`config.mk`:
```
export PLATFORM = sky130hd
export DESIGN_NAME = wr_pps_monitor_flat
export DESIGN_NICKNAME = d
export VERILOG_FILES = /design/src/rtl/wr_pps_monitor_if.sv /design/src/rtl/wr_pps_monitor.sv /design/src/flat_wrapper.sv
export SDC_FILE = /design/constraint.sdc
export NUM_CORES = 1
export LEC_CHECK = 0
export ABC_AREA = 0
export BUFFER_PORTS_ARGS = -buffer_cell sky130_fd_sc_hd__buf_2
export CAP_MARGIN = 20
export CORE_ASPECT_RATIO = 0.7
export CORE_MARGIN = 10
export CORE_UTILIZATION = 55
export CTS_CLUSTER_SIZE = 20
export DETAILED_ROUTE_END_ITERATION = 16
export PLACE_DENSITY = 0.77
export SLEW_MARGIN = 40
export SYNTH_ARGS = -nofsm -noshare
export SYNTH_HDL_FRONTEND = slang
export SYNTH_SLANG_ARGS = --single-unit
```
`constraint.sdc`:
```
create_clock -name clk_sys_i -period 2.88 [get_ports clk_sys_i]
set_clock_uncertainty 0.1 [all_clocks]
set_input_delay 0.576 -clock clk_sys_i [delete_from_list [all_inputs] [get_ports clk_sys_i]]
set_output_delay 0.576 -clock clk_sys_i [all_outputs]
set_load 0.005 [all_outputs]
```
`src/rtl/wr_pps_monitor_if.sv`:
```
// Register-side view of the PPS monitor: PPS/clear inputs and the
// status/counter outputs that software reads.
interface wr_pps_monitor_if;
   logic        pps_i;
   logic        clr_i;
   logic        pps_pulse_o;
   logic [31:0] period_o;
   logic        period_valid_o;
   logic [31:0] pps_count_o;
   logic [15:0] err_count_o;
   logic        locked_o;
   logic        missing_o;

   modport master (
      output pps_i,
      output clr_i,
      input  pps_pulse_o,
      input  period_o,
      input  period_valid_o,
      input  pps_count_o,
      input  err_count_o,
      input  locked_o,
      input  missing_o
   );

   modport slave (
      input  pps_i,
      input  clr_i,
      output pps_pulse_o,
      output period_o,
      output period_valid_o,
      output pps_count_o,
      output err_count_o,
      output locked_o,
      output missing_o
   );
endinterface

```
`src/rtl/wr_pps_monitor.sv`:
```
// Measures clk_sys cycles between PPS rising edges, qualifies each period
// against the nominal rate and keeps lock/missing status plus event counters.
module wr_pps_monitor #(
   parameter int unsigned CLK_FREQ       = 62500000,
   parameter int unsigned TOLERANCE      = 4,
   parameter int unsigned LOCK_COUNT     = 3,
   parameter int unsigned TIMEOUT_CYCLES = 68750000
) (
   input  logic           clk_sys_i,
   input  logic           rst_n_i,
   wr_pps_monitor_if.slave bus
);

   // Window bounds are 33 bits wide so CLK_FREQ + TOLERANCE can never wrap.
   localparam logic [32:0] PERIOD_MIN  = (CLK_FREQ > TOLERANCE) ? 33'(CLK_FREQ - TOLERANCE) : 33'd0;
   localparam logic [32:0] PERIOD_MAX  = 33'(CLK_FREQ) + 33'(TOLERANCE);
   localparam logic [31:0] TIMEOUT_CNT = 32'(TIMEOUT_CYCLES);
   localparam logic [3:0]  LOCK_CNT    = 4'(LOCK_COUNT);
   localparam logic [4:0]  LOCK_CMP    = 5'(LOCK_COUNT);

   typedef enum logic {
      WAIT_FIRST = 1'b0,
      RUN        = 1'b1
   } state_t;

   state_t      state_reg, state_next;
   logic        pps_q_reg;
   logic [31:0] cnt_reg, cnt_next;
   logic [3:0]  good_run_reg, good_run_next;
   logic        pps_pulse_reg, pps_pulse_next;
   logic [31:0] period_reg, period_next;
   logic        period_valid_reg, period_valid_next;
   logic [31:0] pps_count_reg, pps_count_next;
   logic [15:0] err_count_reg, err_count_next;
   logic        locked_reg, locked_next;
   logic        missing_reg, missing_next;

   logic        rise;
   logic        period_good;
   logic        timeout;
   logic [4:0]  good_run_inc;
   logic        lock_hit;
   logic        count_err;

   assign rise         = bus.pps_i & ~pps_q_reg;
   assign period_good  = ({1'b0, cnt_reg} >= PERIOD_MIN) && ({1'b0, cnt_reg} <= PERIOD_MAX);
   assign timeout      = (cnt_reg == TIMEOUT_CNT);
   assign good_run_inc = {1'b0, good_run_reg} + 5'd1;
   assign lock_hit     = (good_run_inc >= LOCK_CMP);

   always_comb begin
      state_next        = state_reg;
      pps_pulse_next    = 1'b0;
      period_valid_next = 1'b0;
      period_next       = period_reg;
      pps_count_next    = pps_count_reg;
      err_count_next    = err_count_reg;
      good_run_next     = good_run_reg;
      locked_next       = locked_reg;
      missing_next      = missing_reg;
      count_err         = 1'b0;

      if (rise) begin
         cnt_next = 32'd1;
      end else if (cnt_reg == 32'hFFFF_FFFF) begin
         cnt_next = cnt_reg;
      end else begin
         cnt_next = cnt_reg + 32'd1;
      end

      case (state_reg)
         WAIT_FIRST: begin
            // First edge only establishes the phase; there is no period yet.
            if (rise) begin
               pps_pulse_next = 1'b1;
               pps_count_next = pps_count_reg + 32'd1;
               missing_next   = 1'b0;
               state_next     = RUN;
            end
         end
         RUN: begin
            if (rise) begin
               pps_pulse_next    = 1'b1;
               pps_count_next    = pps_count_reg + 32'd1;
               period_valid_next = 1'b1;
               period_next       = cnt_reg;
               if (period_good) begin
                  good_run_next = lock_hit ? LOCK_CNT : good_run_inc[3:0];
                  if (lock_hit) begin
                     locked_next = 1'b1;
                  end
               end else begin
                  good_run_next = 4'd0;
                  locked_next   = 1'b0;
                  count_err     = 1'b1;
               end
            end else if (timeout) begin
               // Leaving RUN guarantees the timeout is charged only once.
               missing_next  = 1'b1;
               locked_next   = 1'b0;
               good_run_next = 4'd0;
               count_err     = 1'b1;
               state_next    = WAIT_FIRST;
            end
         end
         default: state_next = WAIT_FIRST;
      endcase

      if (count_err && (err_count_reg != 16'hFFFF)) begin
         err_count_next = err_count_reg + 16'd1;
      end

      // Clear overrides any event landing in the same cycle.
      if (bus.clr_i) begin
         pps_count_next = 32'd0;
         err_count_next = 16'd0;
      end
   end

   always_ff @(posedge clk_sys_i or negedge rst_n_i) begin
      if (!rst_n_i) begin
         state_reg        <= WAIT_FIRST;
         pps_q_reg        <= 1'b1;
         cnt_reg          <= 32'd0;
         good_run_reg     <= 4'd0;
         pps_pulse_reg    <= 1'b0;
         period_reg       <= 32'd0;
         period_valid_reg <= 1'b0;
         pps_count_reg    <= 32'd0;
         err_count_reg    <= 16'd0;
         locked_reg       <= 1'b0;
         missing_reg      <= 1'b0;
      end else begin
         state_reg        <= state_next;
         pps_q_reg        <= bus.pps_i;
         cnt_reg          <= cnt_next;
         good_run_reg     <= good_run_next;
         pps_pulse_reg    <= pps_pulse_next;
         period_reg       <= period_next;
         period_valid_reg <= period_valid_next;
         pps_count_reg    <= pps_count_next;
         err_count_reg    <= err_count_next;
         locked_reg       <= locked_next;
         missing_reg      <= missing_next;
      end
   end

   assign bus.pps_pulse_o    = pps_pulse_reg;
   assign bus.period_o       = period_reg;
   assign bus.period_valid_o = period_valid_reg;
   assign bus.pps_count_o    = pps_count_reg;
   assign bus.err_count_o    = err_count_reg;
   assign bus.locked_o       = locked_reg;
   assign bus.missing_o      = missing_reg;

endmodule

```
`src/flat_wrapper.sv`:
```
// flat-port wrapper written by rule: the top's interface ports become plain ports
module wr_pps_monitor_flat 
#(
   parameter int unsigned CLK_FREQ       = 62500000,
   parameter int unsigned TOLERANCE      = 4,
   parameter int unsigned LOCK_COUNT     = 3,
   parameter int unsigned TIMEOUT_CYCLES = 68750000
)
  (clk_sys_i, rst_n_i, bus_pps_i, bus_clr_i, bus_pps_pulse_o, bus_period_o, bus_period_valid_o, bus_pps_count_o, bus_err_count_o, bus_locked_o, bus_missing_o);
  wr_pps_monitor_if bus_i ();
  input  logic clk_sys_i;
  input  logic rst_n_i;
  input wire logic [$bits(bus_i.pps_i)-1:0] bus_pps_i;
  input wire logic [$bits(bus_i.clr_i)-1:0] bus_clr_i;
  output wire logic [$bits(bus_i.pps_pulse_o)-1:0] bus_pps_pulse_o;
  output wire logic [$bits(bus_i.period_o)-1:0] bus_period_o;
  output wire logic [$bits(bus_i.period_valid_o)-1:0] bus_period_valid_o;
  output wire logic [$bits(bus_i.pps_count_o)-1:0] bus_pps_count_o;
  output wire logic [$bits(bus_i.err_count_o)-1:0] bus_err_count_o;
  output wire logic [$bits(bus_i.locked_o)-1:0] bus_locked_o;
  output wire logic [$bits(bus_i.missing_o)-1:0] bus_missing_o;
  assign bus_i.pps_i = bus_pps_i;
  assign bus_i.clr_i = bus_clr_i;
  assign bus_pps_pulse_o = bus_i.pps_pulse_o;
  assign bus_period_o = bus_i.period_o;
  assign bus_period_valid_o = bus_i.period_valid_o;
  assign bus_pps_count_o = bus_i.pps_count_o;
  assign bus_err_count_o = bus_i.err_count_o;
  assign bus_locked_o = bus_i.locked_o;
  assign bus_missing_o = bus_i.missing_o;
  wr_pps_monitor #(.CLK_FREQ(CLK_FREQ), .TOLERANCE(TOLERANCE), .LOCK_COUNT(LOCK_COUNT), .TIMEOUT_CYCLES(TIMEOUT_CYCLES)) u_core (.clk_sys_i(clk_sys_i), .rst_n_i(rst_n_i), .bus(bus_i));
endmodule
```
==> results of run 1 <==
## routing by layer
layer	wire length [um]	track usage, %
met2	6830	29.3
met3	1160	6.39
met1	7020	27.2
met5	0	0
met4	112	5.32
## kinds of logic (layout without fill, tap and decap cells)
logic type	Yosys count	count (layout)	synth area share, %
AOI/OAI and AO/OA	54	54	5.35
adders and majority gates	7	7	1.44
xor gates and xnor gates	51	51	7.34
DFF	122	122	50.2
buffers and inverters	38	146	2.57
muxes	45	45	8.31
and+or+nand+nor	282	282	24.8
## critical path, stage by stage, from the launching register on
cell	delay [ns]
dfrtp_1	0.43
nor4_2	0.41
nand4_1	0.22
o31ai_2	0.34
nand2_1	0.09
buf_4	0.21
nor4_1	0.34
mux2_1	0.35
## stage by stage
stage               power (mW)  worst slack [ns]  cells
finish                    4.14             0.265    860
global placement          2.08             0.270    829
global route              4.30            0.0301    860
detailed placement        2.08             0.180    829
floorplan                 1.97             0.344    599
CTS                       4.17             0.175    860
## repair_timing
action,4_1_cts,5_1_grt
resized for setup,0,1
endpoints found under the hold margin,0,0
endpoints found under the setup margin,0,1
buffers inserted,0,0
## cell usage in the layout, fill, tap and decap left out, types with 4 or more instances in the layout
cell type / n
and4_1: 12
nor3_1: 10
nor2b_1: 13
buf_2: 86
nand3_1: 39
xor2_1: 33
or3_1: 10
nand4_1: 20
a21oi_1: 19
dfrtp_1: 121
inv_1: 6
nor2_1: 75
nand2b_1: 4
clkbuf_16: 17
and3_1: 20
ha_1: 7
nor4_1: 10
o21ai_0: 18
nand2_1: 39
mux2_1: 8
xnor2_1: 18
and2_1: 10
buf_4: 20
nor4b_1: 4
mux2_2: 36
## power groups by stage
| stage | Sequential [mW] | Combinational (mW) | Clock, mW |
|---|---|---|---|
| 2_1_floorplan | 1.83 | 0.141 | 0 |
| 3_3_place_gp | 1.85 | 0.226 | 0 |
| 3_5_place_dp | 1.85 | 0.235 | 0 |
| 4_1_cts | 1.82 | 0.236 | 2.12 |
| 5_1_grt | 1.83 | 0.262 | 2.21 |
| 6_report | 1.82 | 0.229 | 2.09 |
## area by class of cell
cell class	count	area, sq um
inverter	7	26.3
fill	851	3570
sequential	122	3050
clock buffer	21	470
tap	153	191
clock inverter	10	119
multi-input combinational	439	2880
timing repair buffer	108	621
## how the worst max path moves through the flow
stage | start | to | cells past startpoint
finish | u_core.cnt_reg[24] | u_core.bus.err_count_o[11] | 7
global route | u_core.cnt_reg[22] | u_core.bus.err_count_o[13] | 7
CTS | u_core.cnt_reg[24] | u_core.bus.err_count_o[7] | 7
detailed placement | u_core.cnt_reg[24] | u_core.bus.err_count_o[7] | 7
global placement | u_core.cnt_reg[24] | u_core.bus.err_count_o[13] | 7
floorplan | bus_pps_i | u_core.bus.period_o[0] | 8
==> impl_results.md, run 1 <==
- Tcrit/Tclk final: 90.8%
- Vias in the first global route: 4875
- Cell internal pwr: ~3.2 mW
- Max Slew Vio Count: 0
- Main flop type after synthesis: dfrtp_1
- Post-synth EDFFs: 0
- Worst hold slack: between 0.04 and 0.05 ns
- Synth async-reset ratio: 100%
- Critical path startpoint category: flip-flop
- P&R area growth vs syn: 21.0%
- Syn Nets: roughly 600
- PwrDens: 562 mW/mm^2
- Reg-to-reg slack, setup: 0.27 ns
- FF+latch count, synth: 122
- Post-Syn Instances: 599
- Sequential area share after synthesis: 50.2%
- DRC errors left: 0
- Max-Cap Viols: 0
- Clk network pwr share: approximately 50%
- First-pass GRT wire length: 25500 um
- Via count: 4932
- Worst Reg-to-Reg Cells: 7
- Initial DRC count: 381
- TritonRoute pass-1 iters: 5
- Lkg Pwr: 3.60 nW
- Dpl cell area: between 0.006 and 0.007 sq mm
- Share of cells above drive strength 1: 26.0%
- Sw Pwr: 942 uW
- Setup CP Type: reg -> reg
- Post-DR vias/cell: 5.73
- CTS max path bufs: 2
- Clock root cell: clkbuf_16
- IO buf count: 87
- Yosys warning total: 0
- Min cycle time layout: 2.61 ns
- Reg2reg start: u_core.cnt_reg[24]
- Clock sinks: roughly 120
- Min-Delay Path Class: in -> async
- Nets: approximately 700
- Peak Freq: 382 MHz
- Final wirelength: 15100 um
- Die Y: 108 um
- Initial core utilization: a little under three fifths
- Hold-fix buffers, CTS: 0
- Status: finished, final reports clean
- # IOs: between 80 and 90
- Net Sw Frac: 22.8%
- CTS tree: yes
- Area leader, netlist: dfrtp_1
- Max VDD drop: between 400 and 500 uV
- Setup_tns: 0 ns
- Core Region: 0.0109 sq mm
- # setup viols final: 0
- Number of buffers created by CTS: 17
- CTS clk-pin slew, worst paths: 0.06 ns
- Row Count: 32
- Post-Syn Area per Cell: 10.2 sq um
- Finished Cell Area: around 0.0074 sq mm
- Gpl congestion: 0.958
- Skew-Pair Late Insertion Delay: 0.41 ns
- Grt total ovfl: 0
- Htree depth: 4
- Ranking of synthesized cells by area: dfrtp_1 (50%), mux2_2 (6.7%), xor2_1 (4.7%), nor2_1 (4.6%), nand3_1 (3.2%)
- RSZ-0062 raised after global routing: no
- WP data arrival: 2.81 ns
- ANT nets after route: 0
- Ant. Diodes: 0
- CP endpoint kind: flip-flop
- HPWL after DPL: 10700 um
- Most instantiated cells after synthesis: dfrtp_1 (121), nor2_1 (75), nand2_1 (39), nand3_1 (39), mux2_2 (36)
- Worst endpoint required time: 3.07 ns
- Most common cell in the netlist: dfrtp_1
- DIE AREA: about 0.016 sq mm
- Worst-Margin Slew: around 0.67 ns
- Post-synth cell types: 49
- Die Width: 146 um
- Share of the synthesized area in the top cell type: 49.8%
- Avg WL per Cell: between 15 and 20 um
- Initial antenna violation count: 0
- Gr usage total: 19.7%
- Worst-path fanout max: 21
- Largest net degree at the start of global routing: 44
- Combinational share of power: ~5.5%
- Syn Std Cell Area: 0.00609 sq mm
- Worst slew margin: approximately 55%
- Reg2reg end: u_core.bus.err_count_o[11]
- Core Util, Final: 67.4%
- Sequential power share: 44.0%
- Final Hold Vio Count: 0
(Power assumes the default switching activity.)
==> run 2, diff against run 1 <==
- CTS_BUF_LIST: default -> sky130_fd_sc_hd__clkbuf_8
- TNS_END_PERCENT: default -> 50
==> impl_results.md, run 2 (synthesis gave the netlist of run 1 again) <==
- Status: finished, final reports clean (unchanged)
- Max Slew Vio Count: 0 (unchanged)
- Initial core utilization: 55.7% (unchanged)
- Avg WL per Cell: 17.3 um (was 17.6 um)
- CTS tree: yes (unchanged)
- Fin cells: 860 (unchanged)
- Worst setup startpoint: u_core.cnt_reg[12] (was u_core.cnt_reg[24])
- Multi-input logic area: 0.00288 sq mm (unchanged)
- Area occupied by registers: 0.00305 sq mm (unchanged)
- Slowest-stage cell, CP: dfrtp_1 (unchanged)
- Clock sinks: 122 (unchanged)
- Clock root cell: clkbuf_8 (was clkbuf_16)
- Commonest non-fill, non-tap cell in the layout: dfrtp_1 (unchanged)
- CP peak stage delay: 0.48 ns (was 0.43 ns)
- M1 WL: 7060 um (was 7020 um)
- # IOs: 88 (unchanged)
- Hold-fix buffers, CTS: 0 (unchanged)
- Die Y: 108 um (unchanged)
- DRC errors left: 0 (unchanged)
- Skew-Pair Late Insertion Delay: 0.44 ns (was 0.41 ns)
- TritonRoute pass-1 iters: 4 (was 5)
- Min-Delay Path Class: in -> async (unchanged)
- WP data arrival: 2.84 ns (was 2.81 ns)
- Max VDD drop: 364 uV (was 470 uV)
- Initial antenna violation count: 0 (unchanged)
- Post-CTS sizing: 0 (unchanged)
- Min cycle time layout: 2.62 ns (was 2.61 ns)
- Die Width: 146 um (unchanged)
- RSZ-0062 raised after global routing: no (unchanged)
- # setup viols final: 0 (unchanged)
- CP endpoint kind: flip-flop (unchanged)
- Row Count: 32 (unchanged)
- Lkg Pwr: 3.52 nW (was 3.60 nW)
- Gpl congestion: 0.958 (unchanged)
- Critical-path cell list: nor4b_2, nand4_1, o31ai_2, nand2_1, buf_4, nor4_1, mux2_1 (was nor4_2, nand4_1, o31ai_2, nand2_1, buf_4, nor4_1, mux2_1)
- Sequential power share: 51.1% (was 44.0%)
- Peak Freq: 382 MHz (about the same)
- Vias in the first global route: 4856 (was 4875)
- Nets: 706 (unchanged)
- Worst endpoint required time: 3.10 ns (was 3.07 ns)
- Met3 Routed Length: 1090 um (was 1160 um)
- Core Util, Final: 65.6% (was 67.4%)
- Critical path startpoint category: flip-flop (unchanged)
- Filler instances: 888 (was 851)
- Grt total ovfl: 0 (unchanged)
- CTS clk-pin slew, worst paths: 0.08 ns (was 0.06 ns)
- Setup CP Type: reg -> reg (unchanged)
- Final Hold Vio Count: 0 (unchanged)
- Share of cells above drive strength 1: 26.0% (unchanged)
- Worst-path fanout max: 21 (unchanged)
- Largest net degree at the start of global routing: 44 (unchanged)
- Clk network pwr share: 42.5% (was 50.5%)
- Tcrit/Tclk final: 91.0% (was 90.8%)
- Sw Pwr: 872 uW (was 942 uW)
- Via count: 4939 (was 4932)
- Inst Count DP: 829 (unchanged)
- Max-Cap Viols: 0 (unchanged)
- Gr usage total: 19.5% (was 19.7%)
- HPWL after DPL: 10700 um (unchanged)
- Top sig layer: met4 (unchanged)
- Combinational share of power: 6.4% (was 5.5%)
- Number of buffers created by CTS: 17 (unchanged)
- DIE AREA: 0.0157 sq mm (unchanged)
- Post-CTS setup buffers: 0 (unchanged)
- First-pass GRT wire length: 25300 um (was 25500 um)
- DR WL met2: 6620 um (was 6830 um)
- CTS max path bufs: 2 (unchanged)
- Htree depth: 4 (unchanged)
- ANT nets after route: 0 (unchanged)
- Final wirelength: 14900 um (was 15100 um)
- Most frequent cells in the layout: dfrtp_1 (121), buf_2 (86), nor2_1 (75) (unchanged)
- Worst-Margin Slew: 0.626 ns (was 0.669 ns)
- Initial DRC count: 452 (was 381)
- PwrDens: 496 mW/mm^2 (was 562 mW/mm^2)
- Net Sw Frac: 24.5% (was 22.8%)
- Pre-CTS setup slack: 0.180 ns (unchanged)
- P&R area growth vs syn: 17.8% (was 21.0%)
- Core Region: 0.0109 sq mm (unchanged)
- Ant. Diodes: 0 (unchanged)
- Reg2reg start: u_core.cnt_reg[12] (was u_core.cnt_reg[24])
- Worst slew margin: 58.1% (was 55.2%)
- IO buf count: 87 (unchanged)
- Setup_tns: 0 ns (unchanged)
- Final worst slack: 0.260 ns (was 0.265 ns)
- Cell internal pwr: 2.69 mW (was 3.20 mW)
- Post-DR vias/cell: 5.74 (was 5.73)
## run 2: power by group through the flow
stage / registers (mW) / logic [mW] / clock network [mW]
floorplan: 1.83 / 0.141 / 0
global placement: 1.85 / 0.226 / 0
detailed placement: 1.85 / 0.235 / 0
CTS: 1.82 / 0.235 / 1.55
global route: 1.83 / 0.262 / 1.62
finish: 1.82 / 0.229 / 1.51
## run 2: critical path: cells and delay by family (launching register included)
family                 cells  cell delay, ns
AO/OA/AOI/OAI              1            0.34
buffers and inverters      1            0.21
flip-flops                 1            0.48
multiplexers               1            0.35
AND/OR/NAND/NOR            4            1.01
## run 2: worst paths after layout
check | to | slack (ns) | cells past startpoint
setup / recovery | u_core.bus.err_count_o[4] | 0.26 | 7
hold / removal | u_core.bus.pps_count_o[23] | 0.01 | 1
setup reg to reg | u_core.bus.err_count_o[4] | 0.26 | 7
hold reg to reg | u_core.bus.locked_o | 0.39 | 1
max in group asynchronous | u_core.bus.period_o[28] | 2.03 | 2
min in group clk_sys_i | u_core.pps_q_reg | 0.16 | 1
## run 2: cell type report
| class | instances | share of cell area, % |
|---|---|---|
| Timing Repair Buffer | 108 | 8.65 |
| Clock inverter | 11 | 1.71 |
| Sequential cell | 122 | 42.6 |
| Tap cell | 153 | 2.67 |
| Clock buffer | 20 | 3.84 |
| Multi-Input combinational cell | 439 | 40.2 |
| Inverter | 7 | 0.366 |
## run 2: routing by layer
layer | GRT usage, % | vias to the layer above
met5 | 0 | -
met1 | 27.2 | 2424
li1 | - | 2325
met2 | 28.8 | 172
met4 | 5.11 | 0
met3 | 6.26 | 18
## run 2: metrics by stage
step / hold slack [ns] / area [sq um] / power (mW)
floorplan: 0.180 / 6090 / 1.97
global route: 0.0541 / 7170 / 3.71
finish: 0.0111 / 7170 / 3.56
detailed placement: 0.378 / 6770 / 2.08
global placement: 0.379 / 6770 / 2.08
CTS: 0.0238 / 7170 / 3.60
==> run 3, diff against run 2 <==
==> constraint.sdc (replaced) <==
create_clock -name clk_sys_i -period 2.88 [get_ports clk_sys_i]
set_clock_uncertainty 0.1 [all_clocks]
set_input_delay 0.864 -clock clk_sys_i [delete_from_list [all_inputs] [get_ports clk_sys_i]]
set_output_delay 0.864 -clock clk_sys_i [all_outputs]
set_load 0.005 [all_outputs]
==> impl_results.md, run 3 (synthesis gave the netlist of run 1 again) <==
- Grt total ovfl: 0 (unchanged)
- Gr usage total: 19.7% (was 19.5%)
- CTS tree: yes (unchanged)
- Setup_tns: 0 ns (unchanged)
- Critical path startpoint category: flip-flop (unchanged)
- Hold-fix buffers, CTS: 0 (unchanged)
- Worst setup startpoint: u_core.cnt_reg[12] (unchanged)
- Initial antenna violation count: 0 (unchanged)
- HPWL after DPL: 11100 um (was 10700 um)
- Peak Freq: 363 MHz (was 382 MHz)
- Lkg Pwr: 3.57 nW (was 3.52 nW)
- Sequential power share: 47.1% (was 51.1%)
- Die Y: 108 um (unchanged)
- PwrDens: 525 mW/mm^2 (was 496 mW/mm^2)
- # setup viols final: 0 (unchanged)
- Worst endpoint required time: 3.10 ns (about the same)
- Filler instances: 869 (was 888)
- Number of buffers created by CTS: 17 (unchanged)
- Tcrit/Tclk final: 95.5% (was 91.0%)
- Initial core utilization: 55.7% (unchanged)
- Total power: 3.83 mW (was 3.56 mW)
- Setup CP Type: reg -> reg (unchanged)
- Skew-Pair Late Insertion Delay: 0.44 ns (about the same)
- Post-DR vias/cell: 5.78 (was 5.74)
- Multi-input logic area: 0.00289 sq mm (was 0.00288 sq mm)
- Htree depth: 4 (unchanged)
- Max Slew Vio Count: 0 (unchanged)
- Final Hold Vio Count: 0 (unchanged)
- Ant. Diodes: 0 (unchanged)
- Clock sinks: 122 (unchanged)
- CTS max path bufs: 2 (unchanged)
- CP endpoint kind: flip-flop (unchanged)
- Status: finished, final reports clean (unchanged)
- Post-CTS setup buffers: 0 (unchanged)
- Worst-path fanout max: 12 (was 21)
- Die Width: 146 um (unchanged)
- Max VDD drop: 320 uV (was 364 uV)
- Vias in the first global route: 4828 (was 4856)
- Share of cells above drive strength 1: 26.9% (was 26.0%)
- Max-Cap Viols: 0 (unchanged)
- Worst-Margin Slew: 0.772 ns (was 0.626 ns)
- Reg2reg start: u_core.cnt_reg[12] (unchanged)
- DRC errors left: 0 (unchanged)
- # IOs: 88 (unchanged)
- Largest net degree at the start of global routing: 54 (was 44)
- Combinational share of power: 6.8% (was 6.4%)
- DIE AREA: 0.0157 sq mm (unchanged)
- Row Count: 32 (unchanged)
- Avg WL per Cell: 17.7 um (was 17.3 um)
- Net Sw Frac: 23.7% (was 24.5%)
- RSZ-0062 raised after global routing: no (unchanged)
- Core Region: 0.0109 sq mm (unchanged)
- Sw Pwr: 908 uW (was 872 uW)
- ANT nets after route: 0 (unchanged)
- Via count: 5004 (was 4939)
- Clock root cell: clkbuf_8 (unchanged)
- Nets: 711 (was 706)
- Most frequent cells in the layout: dfrtp_1 (121), buf_2 (86), nor2_1 (75) (unchanged)
- P&R area growth vs syn: 20.1% (was 17.8%)
- Commonest non-fill, non-tap cell in the layout: dfrtp_1 (unchanged)
- Cell internal pwr: 2.93 mW (was 2.69 mW)
- CTS clk-pin slew, worst paths: 0.08 ns (about the same)
- Min-Delay Path Class: in -> async (unchanged)
- IO buf count: 87 (unchanged)
- Gpl congestion: 0.906 (was 0.958)
- WP data arrival: 2.97 ns (was 2.84 ns)
- Worst slew margin: 48.5% (was 58.1%)
- Area occupied by registers: 0.00305 sq mm (unchanged)
- First-pass GRT wire length: 25400 um (was 25300 um)
- Final wirelength: 15400 um (was 14900 um)
- Min cycle time layout: 2.75 ns (was 2.62 ns)
- Initial DRC count: 390 (was 452)
- Clk network pwr share: 46.2% (was 42.5%)
- TritonRoute pass-1 iters: 6 (was 4)
## run 3: cell types whose count changed in the layout (fill, tap and decap cells not counted), moves of 2 or more
cell | before | now
buf_12 | 2 | 4
buf_4 | 20 | 23
bufinv_16 | 2 | 5
clkbuf_8 | 20 | 18
## run 3: repair_timing
action	CTS	global route
endpoints found under the setup margin	0	1
resized for setup	0	2
hold endpoints to repair	0	0
## run 3: worst max-delay path, stage by stage (launching register included)
cell     delay (ns)
dfrtp_1        0.47
nor4b_2        0.34
nand4_1        0.25
o31ai_2        0.34
nand2_1        0.34
nor4b_2        0.41
mux2_2         0.37
## run 3: stage by stage
step | instances | hold slack [ns] | cell area, sq um | util (%) | worst slack [ns]
finish | 866 | 0.202 | 7310 | 66.9 | 0.129
global route | 866 | 0.197 | 7310 | 66.9 | 0.0578
CTS | 866 | 0.191 | 7300 | 66.8 | 0.125
detailed placement | 834 | 0.375 | 6830 | 62.5 | 0.203
global placement | 834 | 0.372 | 6830 | 62.5 | 0.257
floorplan | 599 | 0.355 | 6090 | - | 0.0558
## run 3: worst paths after layout
kind	end	slack [ns]	cells after the start
max	u_core.bus.err_count_o[6]	0.13	6
max reg2reg	u_core.bus.err_count_o[6]	0.13	6
max in group asynchronous	u_core.bus.period_o[29]	1.89	2
min reg2reg	u_core.good_run_reg[3]	0.39	1
min	u_core.bus.pps_count_o[23]	0.20	1
min in group clk_sys_i	u_core.good_run_reg[3]	0.39	1
## run 3: area by class of cell
| cell class | instances | share of cell area (%) |
|---|---|---|
| flip-flops and latches | 122 | 41.8 |
| multi-input cells | 439 | 39.5 |
| repair buffers | 113 | 9.34 |
| clock buffers | 18 | 3.39 |
| clock inverters | 14 | 3.01 |
| well taps | 153 | 2.62 |
| inverters | 7 | 0.359 |
## run 3: power groups by stage
stage	sequential [mW]	clock (mW)	combinational, mW
floorplan	1.83	0	0.141
global placement	1.83	0	0.258
detailed placement	1.84	0	0.266
CTS	1.81	1.80	0.267
global route	1.81	1.88	0.290
finish	1.81	1.77	0.259
## run 3: layer usage
layer  track usage [%]  part of all wire, %  vias to the layer above
li1                  -                    -                     2322
met3              5.72                  6.7                       20
met5                 0                    0                        -
met2              30.2                   46                      163
met1              26.9                   47                     2499
met4              5.61                  1.1                        0
